File: src/rtl/xillybus_rd_arbiter_if.sv
`default_nettype none
//============================================================================
// Module      : xillybus_rd_arbiter_if
// Description : Bundle of the two requester AR/R channels and the shared
//               AXI3 read master channel around xillybus_rd_arbiter.
//               "master" is the arbiter's own view (it masters m_axi_*),
//               "slave" is the view of the surrounding requesters/memory.
// Revision    : 1.0 - initial release
//============================================================================
interface xillybus_rd_arbiter_if #(
    parameter int C_M_AXI_ADDR_WIDTH = 32,
    parameter int C_M_AXI_DATA_WIDTH = 64
);
    // Requester 0 (Xillybus core)
    logic                          s0_arvalid;
    logic                          s0_arready;
    logic [C_M_AXI_ADDR_WIDTH-1:0] s0_araddr;
    logic [3:0]                    s0_arlen;
    logic [11:0]                   s0_arattr;
    logic                          s0_rvalid;
    logic                          s0_rready;

    // Requester 1 (second DMA engine)
    logic                          s1_arvalid;
    logic                          s1_arready;
    logic [C_M_AXI_ADDR_WIDTH-1:0] s1_araddr;
    logic [3:0]                    s1_arlen;
    logic [11:0]                   s1_arattr;
    logic                          s1_rvalid;
    logic                          s1_rready;

    // Read data shared by both requesters
    logic [C_M_AXI_DATA_WIDTH-1:0] s_rdata;
    logic [1:0]                    s_rresp;
    logic                          s_rlast;

    // AXI3 read master port
    logic                          m_axi_arvalid;
    logic                          m_axi_arready;
    logic [C_M_AXI_ADDR_WIDTH-1:0] m_axi_araddr;
    logic [3:0]                    m_axi_arlen;
    logic [2:0]                    m_axi_arsize;
    logic [1:0]                    m_axi_arburst;
    logic [2:0]                    m_axi_arprot;
    logic [3:0]                    m_axi_arcache;
    logic                          m_axi_rvalid;
    logic                          m_axi_rready;
    logic [C_M_AXI_DATA_WIDTH-1:0] m_axi_rdata;
    logic [1:0]                    m_axi_rresp;
    logic                          m_axi_rlast;

    modport master (
        input  s0_arvalid, s0_araddr, s0_arlen, s0_arattr, s0_rready,
        input  s1_arvalid, s1_araddr, s1_arlen, s1_arattr, s1_rready,
        input  m_axi_arready, m_axi_rvalid, m_axi_rdata, m_axi_rresp, m_axi_rlast,
        output s0_arready, s0_rvalid, s1_arready, s1_rvalid,
        output s_rdata, s_rresp, s_rlast,
        output m_axi_arvalid, m_axi_araddr, m_axi_arlen, m_axi_arsize,
        output m_axi_arburst, m_axi_arprot, m_axi_arcache, m_axi_rready
    );

    modport slave (
        output s0_arvalid, s0_araddr, s0_arlen, s0_arattr, s0_rready,
        output s1_arvalid, s1_araddr, s1_arlen, s1_arattr, s1_rready,
        output m_axi_arready, m_axi_rvalid, m_axi_rdata, m_axi_rresp, m_axi_rlast,
        input  s0_arready, s0_rvalid, s1_arready, s1_rvalid,
        input  s_rdata, s_rresp, s_rlast,
        input  m_axi_arvalid, m_axi_araddr, m_axi_arlen, m_axi_arsize,
        input  m_axi_arburst, m_axi_arprot, m_axi_arcache, m_axi_rready
    );
endinterface
`default_nettype wire

File: src/rtl/xillybus_rd_arbiter.sv
`default_nettype none
//============================================================================
// Module      : xillybus_rd_arbiter
// Description : Shares one AXI3 read master between two requesters.
//               Address requests are arbitrated (round-robin by default)
//               and registered onto m_axi_ar*; read bursts come back in
//               order and are steered by an owner-tag FIFO.
// Config      : XILLYBUS_RD_ARB_FIXED_PRIO_EN - when defined, s0 always
//               wins a tie (fixed priority) instead of round-robin.
// Revision    : 1.0 - initial release
//============================================================================
module xillybus_rd_arbiter #(
    parameter int C_M_AXI_ADDR_WIDTH = 32,
    parameter int C_M_AXI_DATA_WIDTH = 64,
    parameter int C_MAX_OUTSTANDING  = 4
) (
    input  wire                   bus_clk,
    input  wire                   bus_rst,
    xillybus_rd_arbiter_if.master bus,
    output logic [4:0]            outstanding
);

    localparam int               c_ptr_w    = (C_MAX_OUTSTANDING > 1) ? $clog2(C_MAX_OUTSTANDING) : 1;
    localparam logic [4:0]       c_max_cnt  = 5'(C_MAX_OUTSTANDING);
    localparam logic [c_ptr_w-1:0] c_last_ptr = c_ptr_w'(C_MAX_OUTSTANDING - 1);

    typedef enum logic [0:0] {
        ST_IDLE  = 1'b0,
        ST_ISSUE = 1'b1
    } state_t;

    state_t                          r_state;
    logic                            r_arvalid;
    logic [C_M_AXI_ADDR_WIDTH-1:0]   r_araddr;
    logic [3:0]                      r_arlen;
    logic [11:0]                     r_arattr;
    logic [4:0]                      r_cnt;
    logic [C_MAX_OUTSTANDING-1:0]    r_tags;
    logic [c_ptr_w-1:0]              r_wr_ptr;
    logic [c_ptr_w-1:0]              r_rd_ptr;

    logic                            w_any_req;
    logic                            w_room;
    logic                            w_pick_s1;
    logic                            w_grant;
    logic [C_M_AXI_ADDR_WIDTH-1:0]   w_sel_addr;
    logic [3:0]                      w_sel_len;
    logic [11:0]                     w_sel_attr;
    logic                            w_empty;
    logic                            w_head;
    logic                            w_rready;
    logic                            w_complete;
    logic [C_M_AXI_DATA_WIDTH-1:0]   w_rdata;

    // Wrap-around pointer step; depth need not fill the pointer range
    function automatic logic [c_ptr_w-1:0] ptr_next(input logic [c_ptr_w-1:0] p);
        return (p == c_last_ptr) ? '0 : p + 1'b1;
    endfunction

    //------------------------------------------------------------------------
    // Address arbitration
    //------------------------------------------------------------------------
    assign w_any_req = bus.s0_arvalid | bus.s1_arvalid;
    assign w_room    = (r_cnt < c_max_cnt);
    // Reset gates the grant so requesters never see arready while in reset
    assign w_grant   = !bus_rst && (r_state == ST_IDLE) && w_room && w_any_req;

`ifdef XILLYBUS_RD_ARB_FIXED_PRIO_EN
    // s1 is served only when s0 is not asking
    assign w_pick_s1 = !bus.s0_arvalid;
`else
    logic r_last_grant;   // 1: s1 was granted last (reset value so s0 wins the first tie)

    // On a tie, the requester not granted last wins
    assign w_pick_s1 = bus.s1_arvalid && (!bus.s0_arvalid || !r_last_grant);

    // Remember who won the most recent grant
    always_ff @(posedge bus_clk) begin
        if (bus_rst) begin
            r_last_grant <= 1'b1;
        end else if (w_grant) begin
            r_last_grant <= w_pick_s1;
        end
    end
`endif

    assign w_sel_addr = w_pick_s1 ? bus.s1_araddr : bus.s0_araddr;
    assign w_sel_len  = w_pick_s1 ? bus.s1_arlen  : bus.s0_arlen;
    assign w_sel_attr = w_pick_s1 ? bus.s1_arattr : bus.s0_arattr;

    assign bus.s0_arready = w_grant & !w_pick_s1;
    assign bus.s1_arready = w_grant &  w_pick_s1;

    // AR state machine: latch the winner, then hold it until the slave accepts
    always_ff @(posedge bus_clk) begin
        if (bus_rst) begin
            r_state   <= ST_IDLE;
            r_arvalid <= 1'b0;
            r_araddr  <= '0;
            r_arlen   <= '0;
            r_arattr  <= '0;
        end else begin
            case (r_state)
                ST_IDLE: begin
                    if (w_grant) begin
                        r_araddr  <= w_sel_addr;
                        r_arlen   <= w_sel_len;
                        r_arattr  <= w_sel_attr;
                        r_arvalid <= 1'b1;
                        r_state   <= ST_ISSUE;
                    end
                end
                ST_ISSUE: begin
                    if (bus.m_axi_arready) begin
                        r_arvalid <= 1'b0;
                        r_state   <= ST_IDLE;
                    end
                end
                default: begin
                    r_arvalid <= 1'b0;
                    r_state   <= ST_IDLE;
                end
            endcase
        end
    end

    assign bus.m_axi_arvalid = r_arvalid;
    assign bus.m_axi_araddr  = r_araddr;
    assign bus.m_axi_arlen   = r_arlen;
    // arattr packing: {size[2:0], burst[1:0], prot[2:0], cache[3:0]}
    assign bus.m_axi_arsize  = r_arattr[11:9];
    assign bus.m_axi_arburst = r_arattr[8:7];
    assign bus.m_axi_arprot  = r_arattr[6:4];
    assign bus.m_axi_arcache = r_arattr[3:0];

    //------------------------------------------------------------------------
    // Read data routing (purely combinational, in-order bursts)
    //------------------------------------------------------------------------
    // The FIFO holds exactly one tag per in-flight burst, so the counter
    // doubles as its occupancy.
    assign w_empty    = (r_cnt == 5'd0);
    assign w_head     = r_tags[r_rd_ptr];
    assign w_rready   = !w_empty && (w_head ? bus.s1_rready : bus.s0_rready);
    assign w_complete = bus.m_axi_rvalid & w_rready & bus.m_axi_rlast;

    assign bus.m_axi_rready = w_rready;
    assign bus.s0_rvalid    = bus.m_axi_rvalid & !w_empty & !w_head;
    assign bus.s1_rvalid    = bus.m_axi_rvalid & !w_empty &  w_head;

    assign w_rdata     = bus.m_axi_rdata;
    assign bus.s_rdata = w_rdata;
    assign bus.s_rresp = bus.m_axi_rresp;
    assign bus.s_rlast = bus.m_axi_rlast;

    // Owner-tag FIFO and in-flight counter: push on grant, pop on last beat
    always_ff @(posedge bus_clk) begin
        if (bus_rst) begin
            r_tags   <= '0;
            r_wr_ptr <= '0;
            r_rd_ptr <= '0;
            r_cnt    <= 5'd0;
        end else begin
            if (w_grant) begin
                r_tags[r_wr_ptr] <= w_pick_s1;
                r_wr_ptr         <= ptr_next(r_wr_ptr);
            end
            if (w_complete) begin
                r_rd_ptr <= ptr_next(r_rd_ptr);
            end
            case ({w_grant, w_complete})
                2'b10:   r_cnt <= r_cnt + 5'd1;
                2'b01:   r_cnt <= r_cnt - 5'd1;
                default: r_cnt <= r_cnt;
            endcase
        end
    end

    assign outstanding = r_cnt;

endmodule
`default_nettype wire

File: src/flat_wrapper.sv
// flat-port wrapper written by rule: the top's interface ports become plain ports
module xillybus_rd_arbiter_flat 
#(
    parameter int C_M_AXI_ADDR_WIDTH = 32,
    parameter int C_M_AXI_DATA_WIDTH = 64,
    parameter int C_MAX_OUTSTANDING  = 4
)
  (bus_clk, bus_rst, outstanding, bus_s0_arvalid, bus_s0_araddr, bus_s0_arlen, bus_s0_arattr, bus_s0_rready, bus_s1_arvalid, bus_s1_araddr, bus_s1_arlen, bus_s1_arattr, bus_s1_rready, bus_m_axi_arready, bus_m_axi_rvalid, bus_m_axi_rdata, bus_m_axi_rresp, bus_m_axi_rlast, bus_s0_arready, bus_s0_rvalid, bus_s1_arready, bus_s1_rvalid, bus_s_rdata, bus_s_rresp, bus_s_rlast, bus_m_axi_arvalid, bus_m_axi_araddr, bus_m_axi_arlen, bus_m_axi_arsize, bus_m_axi_arburst, bus_m_axi_arprot, bus_m_axi_arcache, bus_m_axi_rready);
  xillybus_rd_arbiter_if #(.C_M_AXI_ADDR_WIDTH(C_M_AXI_ADDR_WIDTH), .C_M_AXI_DATA_WIDTH(C_M_AXI_DATA_WIDTH)) bus_i ();
  input  wire bus_clk;
  input  wire bus_rst;
  output logic [4:0] outstanding;
  input wire logic [$bits(bus_i.s0_arvalid)-1:0] bus_s0_arvalid;
  input wire logic [$bits(bus_i.s0_araddr)-1:0] bus_s0_araddr;
  input wire logic [$bits(bus_i.s0_arlen)-1:0] bus_s0_arlen;
  input wire logic [$bits(bus_i.s0_arattr)-1:0] bus_s0_arattr;
  input wire logic [$bits(bus_i.s0_rready)-1:0] bus_s0_rready;
  input wire logic [$bits(bus_i.s1_arvalid)-1:0] bus_s1_arvalid;
  input wire logic [$bits(bus_i.s1_araddr)-1:0] bus_s1_araddr;
  input wire logic [$bits(bus_i.s1_arlen)-1:0] bus_s1_arlen;
  input wire logic [$bits(bus_i.s1_arattr)-1:0] bus_s1_arattr;
  input wire logic [$bits(bus_i.s1_rready)-1:0] bus_s1_rready;
  input wire logic [$bits(bus_i.m_axi_arready)-1:0] bus_m_axi_arready;
  input wire logic [$bits(bus_i.m_axi_rvalid)-1:0] bus_m_axi_rvalid;
  input wire logic [$bits(bus_i.m_axi_rdata)-1:0] bus_m_axi_rdata;
  input wire logic [$bits(bus_i.m_axi_rresp)-1:0] bus_m_axi_rresp;
  input wire logic [$bits(bus_i.m_axi_rlast)-1:0] bus_m_axi_rlast;
  output wire logic [$bits(bus_i.s0_arready)-1:0] bus_s0_arready;
  output wire logic [$bits(bus_i.s0_rvalid)-1:0] bus_s0_rvalid;
  output wire logic [$bits(bus_i.s1_arready)-1:0] bus_s1_arready;
  output wire logic [$bits(bus_i.s1_rvalid)-1:0] bus_s1_rvalid;
  output wire logic [$bits(bus_i.s_rdata)-1:0] bus_s_rdata;
  output wire logic [$bits(bus_i.s_rresp)-1:0] bus_s_rresp;
  output wire logic [$bits(bus_i.s_rlast)-1:0] bus_s_rlast;
  output wire logic [$bits(bus_i.m_axi_arvalid)-1:0] bus_m_axi_arvalid;
  output wire logic [$bits(bus_i.m_axi_araddr)-1:0] bus_m_axi_araddr;
  output wire logic [$bits(bus_i.m_axi_arlen)-1:0] bus_m_axi_arlen;
  output wire logic [$bits(bus_i.m_axi_arsize)-1:0] bus_m_axi_arsize;
  output wire logic [$bits(bus_i.m_axi_arburst)-1:0] bus_m_axi_arburst;
  output wire logic [$bits(bus_i.m_axi_arprot)-1:0] bus_m_axi_arprot;
  output wire logic [$bits(bus_i.m_axi_arcache)-1:0] bus_m_axi_arcache;
  output wire logic [$bits(bus_i.m_axi_rready)-1:0] bus_m_axi_rready;
  assign bus_i.s0_arvalid = bus_s0_arvalid;
  assign bus_i.s0_araddr = bus_s0_araddr;
  assign bus_i.s0_arlen = bus_s0_arlen;
  assign bus_i.s0_arattr = bus_s0_arattr;
  assign bus_i.s0_rready = bus_s0_rready;
  assign bus_i.s1_arvalid = bus_s1_arvalid;
  assign bus_i.s1_araddr = bus_s1_araddr;
  assign bus_i.s1_arlen = bus_s1_arlen;
  assign bus_i.s1_arattr = bus_s1_arattr;
  assign bus_i.s1_rready = bus_s1_rready;
  assign bus_i.m_axi_arready = bus_m_axi_arready;
  assign bus_i.m_axi_rvalid = bus_m_axi_rvalid;
  assign bus_i.m_axi_rdata = bus_m_axi_rdata;
  assign bus_i.m_axi_rresp = bus_m_axi_rresp;
  assign bus_i.m_axi_rlast = bus_m_axi_rlast;
  assign bus_s0_arready = bus_i.s0_arready;
  assign bus_s0_rvalid = bus_i.s0_rvalid;
  assign bus_s1_arready = bus_i.s1_arready;
  assign bus_s1_rvalid = bus_i.s1_rvalid;
  assign bus_s_rdata = bus_i.s_rdata;
  assign bus_s_rresp = bus_i.s_rresp;
  assign bus_s_rlast = bus_i.s_rlast;
  assign bus_m_axi_arvalid = bus_i.m_axi_arvalid;
  assign bus_m_axi_araddr = bus_i.m_axi_araddr;
  assign bus_m_axi_arlen = bus_i.m_axi_arlen;
  assign bus_m_axi_arsize = bus_i.m_axi_arsize;
  assign bus_m_axi_arburst = bus_i.m_axi_arburst;
  assign bus_m_axi_arprot = bus_i.m_axi_arprot;
  assign bus_m_axi_arcache = bus_i.m_axi_arcache;
  assign bus_m_axi_rready = bus_i.m_axi_rready;
  xillybus_rd_arbiter #(.C_M_AXI_ADDR_WIDTH(C_M_AXI_ADDR_WIDTH), .C_M_AXI_DATA_WIDTH(C_M_AXI_DATA_WIDTH), .C_MAX_OUTSTANDING(C_MAX_OUTSTANDING)) u_core (.bus_clk(bus_clk), .bus_rst(bus_rst), .bus(bus_i), .outstanding(outstanding));
endmodule
File: config.mk
export PLATFORM = sky130hd
export DESIGN_NAME = xillybus_rd_arbiter_flat
export DESIGN_NICKNAME = d
export VERILOG_FILES = /design/src/rtl/xillybus_rd_arbiter_if.sv /design/src/rtl/xillybus_rd_arbiter.sv /design/src/flat_wrapper.sv
export SDC_FILE = /design/constraint.sdc
export NUM_CORES = 1
export LEC_CHECK = 0
export BUFFER_PORTS_ARGS = -buffer_cell sky130_fd_sc_hd__buf_2
export CAP_MARGIN = 20
export CORE_AREA = 2 2 115 117
export DETAILED_ROUTE_END_ITERATION = 10
export DIE_AREA = 0 0 117 119
export SLEW_MARGIN = 15
export SYNTH_ARGS = -nofsm -noshare
export SYNTH_HDL_FRONTEND = slang
export SYNTH_SLANG_ARGS = --single-unit
File: constraint.sdc
create_clock -name bus_clk -period 4.1 [get_ports bus_clk]
set_input_delay 0.82 -clock bus_clk [delete_from_list [all_inputs] [get_ports bus_clk]]
set_output_delay 0.82 -clock bus_clk [all_outputs]
set_load 0.02 [all_outputs]
Yosys cells after proc, flatten, opt, wreduce, memory -nomap -nowiden. Cells that the tools add are included.

Bits in registers: 64.

Add/sub/neg operators: 4. $lt $le $gt $ge: 4. Eq/ne operators: 6. Muxes and demuxes: 18. Bitwise gates (word level): 9. Reductions and logical operators: 17.

Operator list (number): two-way mux 32 bit (1); two-way mux 12 bit (1); case mux 5 bit (2 select lines) (1); bitwise AND 1 bit (7); two-way mux 1 bit (7); equality test 2 bit (second input constant) (3); logical AND 1 bit (6); logical NOT 1 bit (6); < comparator 2 x 3 -> 1 bit (second input constant) (2); adder 5 x 1 -> 5 bit (second input constant) (1); logical NOT 5 bit (1); < comparator 5 x 3 -> 1 bit (second input constant) (1); subtractor 5 x 1 -> 5 bit (second input constant) (1); adder 2 x 1 -> 2 bit (second input constant) (2); bitwise mux 4 bit (1); two-way mux 2 bit (2); two-way mux 4 bit (1); case mux 1 bit (2 select lines) (2); AND reduction 2 bit (2); binary-select mux 1 bit (select 2 bit) (1); demux 1 bit (select 2 bit) (1); equality test 2 x 1 -> 1 bit (second input constant) (1); greater-or-equal comparator 2 x 1 -> 1 bit (second input constant) (1); != test 2 x 1 -> 1 bit (second input constant) (1); other kinds (5) (5).

Logic depth before layout (Yosys ltp). Gate-level depths: netlist of run 1.

Word-level depth: 8. Depth in mapped cells: 12. Mapped depth without buffers: 12.

Least setup slack after synthesis of run 1. Ideal clock, no wire load.

Path type: input -> register. Start: input port bus_rst. End: register u_core.r_cnt[4], in the netlist u_core.outstanding[4]. Library setup time: 121 ps. Arrival: 3026 ps. Data required time: 3979 ps. Slack: 953 ps. Stages on the path: 10. Buffers on the path: 1. Cell sequence: nor4_4 -> buf_4 -> inv_2 -> ha_1 -> ha_1 -> nor2b_1 -> o21ai_0 -> a21oi_1 -> or3b_2 -> mux2_2.

Word-level cells in the longest chain between the ends: 6.

Ends and longest elaborated chain: start: declaration (line flat_wrapper.sv:11) `input wire bus_rst;`; logical NOT 1 bit (line xillybus_rd_arbiter.sv:66) `assign w_grant = !bus_rst && (r_state == ST_IDLE) && w_room && w_any_req;`; logical AND 1 bit (3 in series) (line xillybus_rd_arbiter.sv:66); equality test 2 x 1 -> 1 bit or equality test 2 bit (tied branches) (line xillybus_rd_arbiter.sv:170) `case ({w_grant, w_complete})`; case mux 5 bit (2 select lines) or nonzero test 2 bit (tied branches); end signal: assignment (line xillybus_rd_arbiter.sv:171) `2'b10: r_cnt <= r_cnt + 5'd1;`; end signal: assignment (line xillybus_rd_arbiter.sv:172) `2'b01: r_cnt <= r_cnt - 5'd1;`; end signal: assignment (line xillybus_rd_arbiter.sv:173) `default: r_cnt <= r_cnt;`; end: declaration (line xillybus_rd_arbiter.sv:37) `logic [4:0] r_cnt;`.

Several ways; a longest one is shown, not always the timed one. A chain may end at the register's enable or synchronous reset.

Worst setup path after layout of run 1.
Start: register u_core.r_rd_ptr[1]. End: register u_core.r_cnt[4], in the netlist u_core.outstanding[4].

Word-level cells in the longest chain between the ends: 8.

Ends and longest elaborated chain: start: declaration (line xillybus_rd_arbiter.sv:40) `logic [c_ptr_w-1:0] r_rd_ptr;`; start signal: assignment (line xillybus_rd_arbiter.sv:168) `r_rd_ptr <= ptr_next(r_rd_ptr);`; binary-select mux 1 bit (select 2 bit) * (line xillybus_rd_arbiter.sv:142) `assign w_head = r_tags[r_rd_ptr];`; two-way mux 1 bit (not written as such) * (line xillybus_rd_arbiter.sv:142); two-way mux 1 bit * (line xillybus_rd_arbiter.sv:143) `assign w_rready = !w_empty && (w_head ? bus.s1_rready : bus.s0_rready);`; logical AND 1 bit * (line xillybus_rd_arbiter.sv:143); bitwise AND 1 bit * (2 in series) (line xillybus_rd_arbiter.sv:144) `assign w_complete = bus.m_axi_rvalid & w_rready & bus.m_axi_rlast;`; via u_core.w_complete (line xillybus_rd_arbiter.sv:52) `logic w_complete;`; equality test 2 x 1 -> 1 bit or equality test 2 bit (tied branches) (line xillybus_rd_arbiter.sv:170); case mux 5 bit (2 select lines) or nonzero test 2 bit (tied branches).

The timed path passes the listed nets; every way through them passes the cells marked *. The select of a mux whose other input is x is not followed.

==> impl_metrics.toml, run 1 <==
[run_status]
status = "completed"

[synth]
ys_seq_area_share_pct = 34.8
ys_ff_latch = 64
avgSynthCellArea_um2 = 9.59
netlist_area_mm2 = 0.00368
synth.top_cell.area_share_pct = 34.8
ys.warnings.count = 0
yosysMostFrequentCell = "buf_4"
synthCells = 384
synthArstFlopShare_pct = 0
ys.flop_type = "dfxtp_1"
synth_cell_type_count = 32
synth_edf_count = 0
syn-num-nets = 565
synthTopCellsByCount = "buf_4, dfxtp_1, nor2_1, mux2i_1, a211oi_2"
synthTopCellsByArea = "dfxtp_1, mux2i_1, buf_4, a211oi_2, nor2_1"
yosys.area.top_type = "dfxtp_1"

[sta]
final-setup-viol-count = 0
fin_skew_ns = 0.00669
finalCritPeriodShare_pct = 84.5
fmax_ghz = 0.288
rsz0062_at_grt = "no"
slew_headroom_pct = 40.3
setup_ws_ns = 0.634
fin_tns_setup_ns = 0
worstMarginPinSlew_ns = 0.895
fin_crit_ns = 3.47
holdWs_ns = 0.491
maxSlewViolCount = 0
hold_viol = 0

[critical_path]
crit_arrival_ns = 3.69
startpoint_type = "register"
cp.required_ns = 4.32
cp_max_fo = 4
critPathKind = "register to register"
reg2reg_setup_slack_ns = 0.63
crit_path_end_kind = "register"

[floorplan]
die-area_mm2 = 0.0139
start_util_pct = 28.6
die_h_um = 119
rows = 42
io_pins = 297
chipWidth_um = 117
core-area_mm2 = 0.0129

[grt]
grt_max_degree = 68
grt.overflow.total = 0
antenna_found_initial = 0
grt_usage_pct = 13.0
grt_pass1_vias = 2726
grt_pass1_wl_um = 13600

[pwr]
p_per_area_mw_per_mm2 = 432
max-vdd-ir-drop_uv = 140
leakagePower_nw = 2.04

[clock_tree]
ctsResizeCount = 0
clockBufferDepth = 2
cts_sinks = 64
numCtsBuffers = 9
clk_pin_slew_ns = 0.05
post_cts_buffers = 0
clk_latency_ns = 0.33
root_buffer = "clkbuf_16"
postCtsHoldBufs = 0
htree_levels = 3
tritoncts = "yes"

[placement]
pre_cts_ws_ns = 0.600
place_congestion = 0.744
dpl.hpwl_um = 7190
portBuffers = 164

[route]
post_drt_wl_per_cell_um = 14.5
drc = 0
firstDrtPassIters = 4
totalWireLength_um = 9420
vias = 2879
detail-route-antenna-nets = 0
first_iter_violations = 82
vias_per_cell = 4.42

[final_layout]
nets = 652
syn_to_final_growth_pct = 20.0
antenna_cells = 0
drive_above_1_share_pct = 46.1

[flow_run]
cap_viol_max_count = 0

[worst_hold_path]
hold_path.class = "register to register"
-- area by class of cell --
cell class                      instances  area [um^2]
Clock buffer                           11          243
Fill cell                            1343         8450
Multi-Input combinational cell        221         1740
Tap cell                              176          220
Sequential cell                        64         1280
Clock inverter                          4         45.0
Timing Repair Buffer                  168          863
Inverter                                7         26.3
-- registers in the layout, indices dropped and copies added, names as in the netlist --
register                  cells
u_core.bus.m_axi_araddr      32
u_core.bus.m_axi_arlen        4
u_core.bus.m_axi_arvalid      1
u_core.outstanding            5
u_core.r_arattr              12
u_core.r_last_grant           1
u_core.r_rd_ptr               2
u_core.r_state                1
u_core.r_tags                 4
u_core.r_wr_ptr               2
-- cells by family after synthesis --
| logic type | after synthesis | synth area share, % |
|---|---|---|
| compound gates | 60 | 15.8 |
| fa+ha+maj | 10 | 3.60 |
| mux | 60 | 16.4 |
| buf+inv | 99 | 18.2 |
| xor+xnor | 2 | 0.476 |
| simple gates | 89 | 10.7 |
| flops | 64 | 34.8 |
-- report_power, final --
group          switching, mW  leakage [nW]  internal, mW
Combinational          0.264          1.37         0.182
Sequential            0.0349         0.527         0.684
Clock                  0.265         0.145         0.480
-- worst max-delay path: stages (launching register included) --
cell,delay (ns)
dfxtp_1,0.40
mux2i_1,0.10
mux2_2,0.30
mux2i_1,0.14
nor3b_1,0.44
ha_1,0.31
inv_1,0.11
fa_1,0.38
nor2b_1,0.20
o21ai_0,0.14
nand3_1,0.11
or3b_2,0.45
mux2_2,0.28
-- through the flow --
step	total power, mW	cells	utilization, %	cell area, um^2
after global routing	2.02	651	34.3	4420
after detailed placement	1.19	636	32.1	4130
after CTS	1.95	651	34.3	4420
after floorplan	1.13	384	-	3680
final	1.91	651	34.3	4420
after global placement	1.17	636	32.1	4130
-- routing by layer --
layer / vias up / global-route usage (%) / routed length [um]
met5: - / 0 / 0
met4: 0 / 6.32 / 191
met3: 14 / 5.85 / 1050
met2: 157 / 22.7 / 4730
met1: 1278 / 12.8 / 3450
li1: 1430 / - / -
-- cells in the final DEF (no fill, tap or decap), types with 3 or more instances in the layout --
cell / count
a211oi_1: 19
a211oi_2: 30
a21oi_1: 7
buf_2: 164
buf_4: 3
clkbuf_16: 9
clkinv_2: 3
dfxtp_1: 64
ha_1: 9
inv_1: 6
mux2_2: 3
mux2i_1: 57
nand2_1: 6
nand2b_1: 4
nor2_1: 64
nor2b_1: 5
nor3_1: 4
-- final timing paths --
check / end / cells past startpoint / from
max: u_core.outstanding[4] / 12 / u_core.r_rd_ptr[1]
max reg2reg: u_core.outstanding[4] / 12 / u_core.r_rd_ptr[1]
min reg2reg: u_core.bus.m_axi_araddr[27] / 2 / u_core.bus.m_axi_araddr[27]
min: u_core.bus.m_axi_araddr[27] / 2 / u_core.bus.m_axi_araddr[27]
Power figures use the tool's default switching activity.
==> run 2: changes to the inputs <==
- clock period: 4.1 -> 3.5 ns (I/O delays scaled with it)
==> impl_metrics.toml, run 2 (synthesis gave the netlist of run 1 again) <==
[run_status]
status = "completed"

[critical_path]
reg2reg_setup_slack_ns = 0.23
crit_path_end_kind = "register"
critPathKind = "register to register"
startpoint_type = "register"
crit_arrival_ns = 3.49
cp_max_fo = 4
cp.required_ns = 3.72

[sta]
maxSlewViolCount = 0
hold_viol = 0
fmax_ghz = 0.306
fin_skew_ns = 0.00545
fin_tns_setup_ns = 0
rsz0062_at_grt = "no"
finalCritPeriodShare_pct = 93.4
slew_headroom_pct = 40.0
fin_crit_ns = 3.27
final-setup-viol-count = 0
worstMarginPinSlew_ns = 0.901

[route]
wl_met3_um = 996
detail-route-antenna-nets = 0
vias_per_cell = 4.49
dr_wl_met2_um = 4960
vias = 2935
drc = 0
wl_met1_um = 3480
firstDrtPassIters = 4
first_iter_violations = 82
totalWireLength_um = 9590
highest_layer = "met4"
post_drt_wl_per_cell_um = 14.7

[placement]
portBuffers = 164
dpl.cell_count = 638
place_congestion = 0.755
dpl_cell_area_mm2 = 0.00414
dpl.hpwl_um = 7350

[clock_tree]
clk_pin_slew_ns = 0.05
numCtsBuffers = 9
htree_levels = 3
tritoncts = "yes"
root_buffer = "clkbuf_16"
cts_sinks = 64
clockBufferDepth = 2
clk_latency_ns = 0.33

[floorplan]
die_h_um = 119
die-area_mm2 = 0.0139
core-area_mm2 = 0.0129
chipWidth_um = 117
io_pins = 297
start_util_pct = 28.6
rows = 42

[final_layout]
syn_to_final_growth_pct = 20.5
drive_above_1_share_pct = 46.7
largest_reg_flops = 32
final_common_cell = "buf_2"
postLayoutCellArea_mm2 = 0.00444
antenna_cells = 0
nets = 655
final_cell_mix = "buf_2, nor2_1, dfxtp_1, mux2i_1, a211oi_2"
fillers = 1317
finalNonFillerCells = 654

[pwr]
leakagePower_nw = 2.05
p_per_area_mw_per_mm2 = 504
max-vdd-ir-drop_uv = 157

[grt]
grt.overflow.total = 0
grt_pass1_vias = 2788
antenna_found_initial = 0
grt_usage_pct = 13.2
grt_max_degree = 68
grt_pass1_wl_um = 14000

[worst_hold_path]
hold_path.class = "register to register"

[flow_run]
cap_viol_max_count = 0
run 2: per-stage QoR:
stage | utilization [%] | total power, mW | setup slack [ns] | hold WS, ns
5_1_grt | 34.5 | 2.37 | 0.0146 | 0.512
3_5_place_dp | 32.1 | 1.39 | 0.0301 | 0.490
3_3_place_gp | 32.1 | 1.37 | 0.231 | 0.483
6_report | 34.5 | 2.24 | 0.232 | 0.493
2_1_floorplan | - | 1.33 | 0.381 | 0.431
4_1_cts | 34.4 | 2.28 | 0.00861 | 0.495
run 2: cell type report:
cell class	count	area, um^2	share of cell area [%]
sequential	64	1280	28.9
multi-input combinational	221	1750	39.4
clock buffer	12	246	5.55
clock inverter	3	42.5	0.958
tap	176	220	4.96
timing repair buffer	171	873	19.7
inverter	7	26.3	0.592
run 2: layer usage:
metal | GRT usage, % | vias to the layer above
met4 | 5.88 | 0
li1 | - | 1440
met2 | 23.8 | 155
met5 | 0 | -
met3 | 5.24 | 10
met1 | 13.1 | 1330
run 2: path summary, 6_finish.rpt:
kind | startpoint | endpoint | cells after the start
max | u_core.r_rd_ptr[1] | u_core.outstanding[4] | 12
min | u_core.bus.m_axi_araddr[30] | u_core.bus.m_axi_araddr[30] | 2
max reg2reg | u_core.r_rd_ptr[1] | u_core.outstanding[4] | 12
min reg2reg | u_core.bus.m_axi_araddr[30] | u_core.bus.m_axi_araddr[30] | 2
run 2: timing repair:
item	CTS	global route
resized for setup	0	2
setup buffers	0	1
setup endpoints to repair	0	1
hold buffers	0	0
run 2: worst max-delay path, cell delays in order, from the launching register on:
cell and delay, ns:
dfxtp_1 0.42, mux2i_1 0.10, mux2_2 0.30, mux2i_1 0.15, nor3b_2 0.28, ha_2 0.27, inv_1 0.09, fa_1 0.38
nor2b_1 0.17, o21ai_0 0.14, nand3_1 0.12, or3b_2 0.46, mux2_2 0.28
run 2: power by group:
| part | total, mW | switching, mW | internal (mW) |
|---|---|---|---|
| clock | 0.871 | 0.306 | 0.565 |
| combinational | 0.526 | 0.310 | 0.215 |
| sequential | 0.843 | 0.0420 | 0.801 |
| total | 2.24 | 0.658 | 1.58 |
==> run 3: changes to the inputs <==
- BUFFER_PORTS_ARGS: -buffer_cell sky130_fd_sc_hd__buf_2 -> not set
- CORE_AREA: 2 2 115 117 -> 2 2 117 119
- DIE_AREA: 0 0 117 119 -> 0 0 119 121
- DONT_BUFFER_PORTS: not set -> 1
==> impl_metrics.toml, run 3 (synthesis gave the netlist of run 1 again) <==
[floorplan]
core-area_mm2 = 0.0131
chipWidth_um = 119
rows = 42
die-area_mm2 = 0.0144
die_h_um = 121
start_util_pct = 28.2
io_pins = 297

[pwr]
p_int_mw = 1.57
power.total_mw = 2.21
switching_share_pct = 28.8
clkPwrFrac_pct = 43.8
leakagePower_nw = 1.37
pwr-share-seq_pct = 41.8
p_per_area_mw_per_mm2 = 601
max-vdd-ir-drop_uv = 213
p_switching_uw = 637
pwr-share-comb_pct = 14.3

[grt]
grt.overflow.total = 0
grt_max_degree = 69
grt_usage_pct = 11.9
grt_pass1_wl_um = 12900
grt_pass1_vias = 2339
antenna_found_initial = 0

[placement]
pre_cts_ws_ns = 0.155
dpl.hpwl_um = 6600
portBuffers = 0
place_congestion = 0.750

[sta]
slew_headroom_pct = 58.5
final-setup-viol-count = 0
fin_tns_setup_ns = 0
worstMarginPinSlew_ns = 0.620
finalCritPeriodShare_pct = 91.9
fin_skew_ns = 0.00554
setup_ws_ns = 0.285
fmax_ghz = 0.311
maxSlewViolCount = 0
holdWs_ns = 0.444
hold_viol = 0
rsz0062_at_grt = "no"
fin_crit_ns = 3.22

[clock_tree]
numCtsBuffers = 9
clk_pin_slew_ns = 0.06
tritoncts = "yes"
cts_sinks = 64
post_cts_buffers = 0
root_buffer = "clkbuf_16"
clockBufferDepth = 2
htree_levels = 3
clk_latency_ns = 0.33

[final_layout]
seq_area_mm2 = 0.00128
multi_input_area_mm2 = 0.00175
antenna_cells = 0
final_cell_mix = "nor2_1, dfxtp_1, mux2i_1, a211oi_2, a211oi_1"
drive_above_1_share_pct = 19.9
nets = 493
syn_to_final_growth_pct = -0.204
fin_util_pct = 28.1
largest_reg_flops = 32
fillers = 1353

[critical_path]
crit_arrival_ns = 3.44
path_depth = 12
worstPathCellList = "mux2i_1, mux2_2, mux2i_1, nor3b_2, ha_1, inv_1, fa_1, nor2b_1, o21ai_0, nand3_1, or3b_2, mux2_2"
cp.buffers_inverters = 1
cp_max_fo = 4
cpMaxStageDelayCell = "or3b_2"
slowest_delay_ns = 0.46
startpoint_type = "register"
critPathKind = "register to register"
crit_path_end_kind = "register"
ff2ff_path_depth = 12
cp.required_ns = 3.72
cp_top_family = "simple AND/OR/NAND/NOR gates"

[run_status]
status = "completed"

[route]
totalWireLength_um = 8720
dr_wl_met2_um = 4570
drc = 0
vias = 2388
vias_per_cell = 4.84
highest_layer = "met4"
wl_met1_um = 2940
firstDrtPassIters = 6
post_drt_wl_per_cell_um = 17.7
wl_met3_um = 1030
first_iter_violations = 119
detail-route-antenna-nets = 0

[worst_hold_path]
hold_path.class = "primary input to register"
holdPathStages = 1

[flow_run]
cap_viol_max_count = 0
[run 3: repair_timing]
item / CTS / global route
gates resized for setup: 0 / 1
hold buffers: 0 / 0
setup endpoints to repair: 0 / 1
[run 3: power by group through the flow]
stage | clock network, mW | registers [mW] | logic (mW)
after floorplan | 0 | 0.933 | 0.393
after global placement | 0 | 0.940 | 0.309
after detailed placement | 0 | 0.942 | 0.321
after CTS | 1.01 | 0.927 | 0.322
after global routing | 1.04 | 0.933 | 0.357
final | 0.968 | 0.925 | 0.317
[run 3: metrics by stage]
step / instances / cell area, um^2
floorplan: 384 / 3680
global placement: 477 / 3350
global route: 493 / 3680
CTS: 493 / 3670
detailed placement: 477 / 3350
finish: 493 / 3680
[run 3: layout make-up]
cell class / instances / share of cell area [%]
clock buffers: 10 / 6.50
clock inverters: 6 / 2.25
inverters: 7 / 0.715
multi-input cells: 221 / 47.5
flip-flops and latches: 64 / 34.9
well taps: 176 / 5.99
repair buffers: 9 / 2.18
[run 3: final timing paths]
kind	startpoint	to	slack [ns]
setup / recovery	u_core.r_rd_ptr[1]	u_core.outstanding[4]	0.28
hold / removal	bus_rst	u_core.bus.m_axi_arvalid	0.44
setup reg to reg	u_core.r_rd_ptr[1]	u_core.outstanding[4]	0.28
hold reg to reg	u_core.r_wr_ptr[1]	u_core.r_wr_ptr[1]	0.49
[run 3: metal layers]
metal / vias up / GRT usage, %
met3: 19 / 6.58
met5: - / 0
met4: 0 / 5.80
met1: 1090 / 11.5
met2: 162 / 20.7
li1: 1117 / -
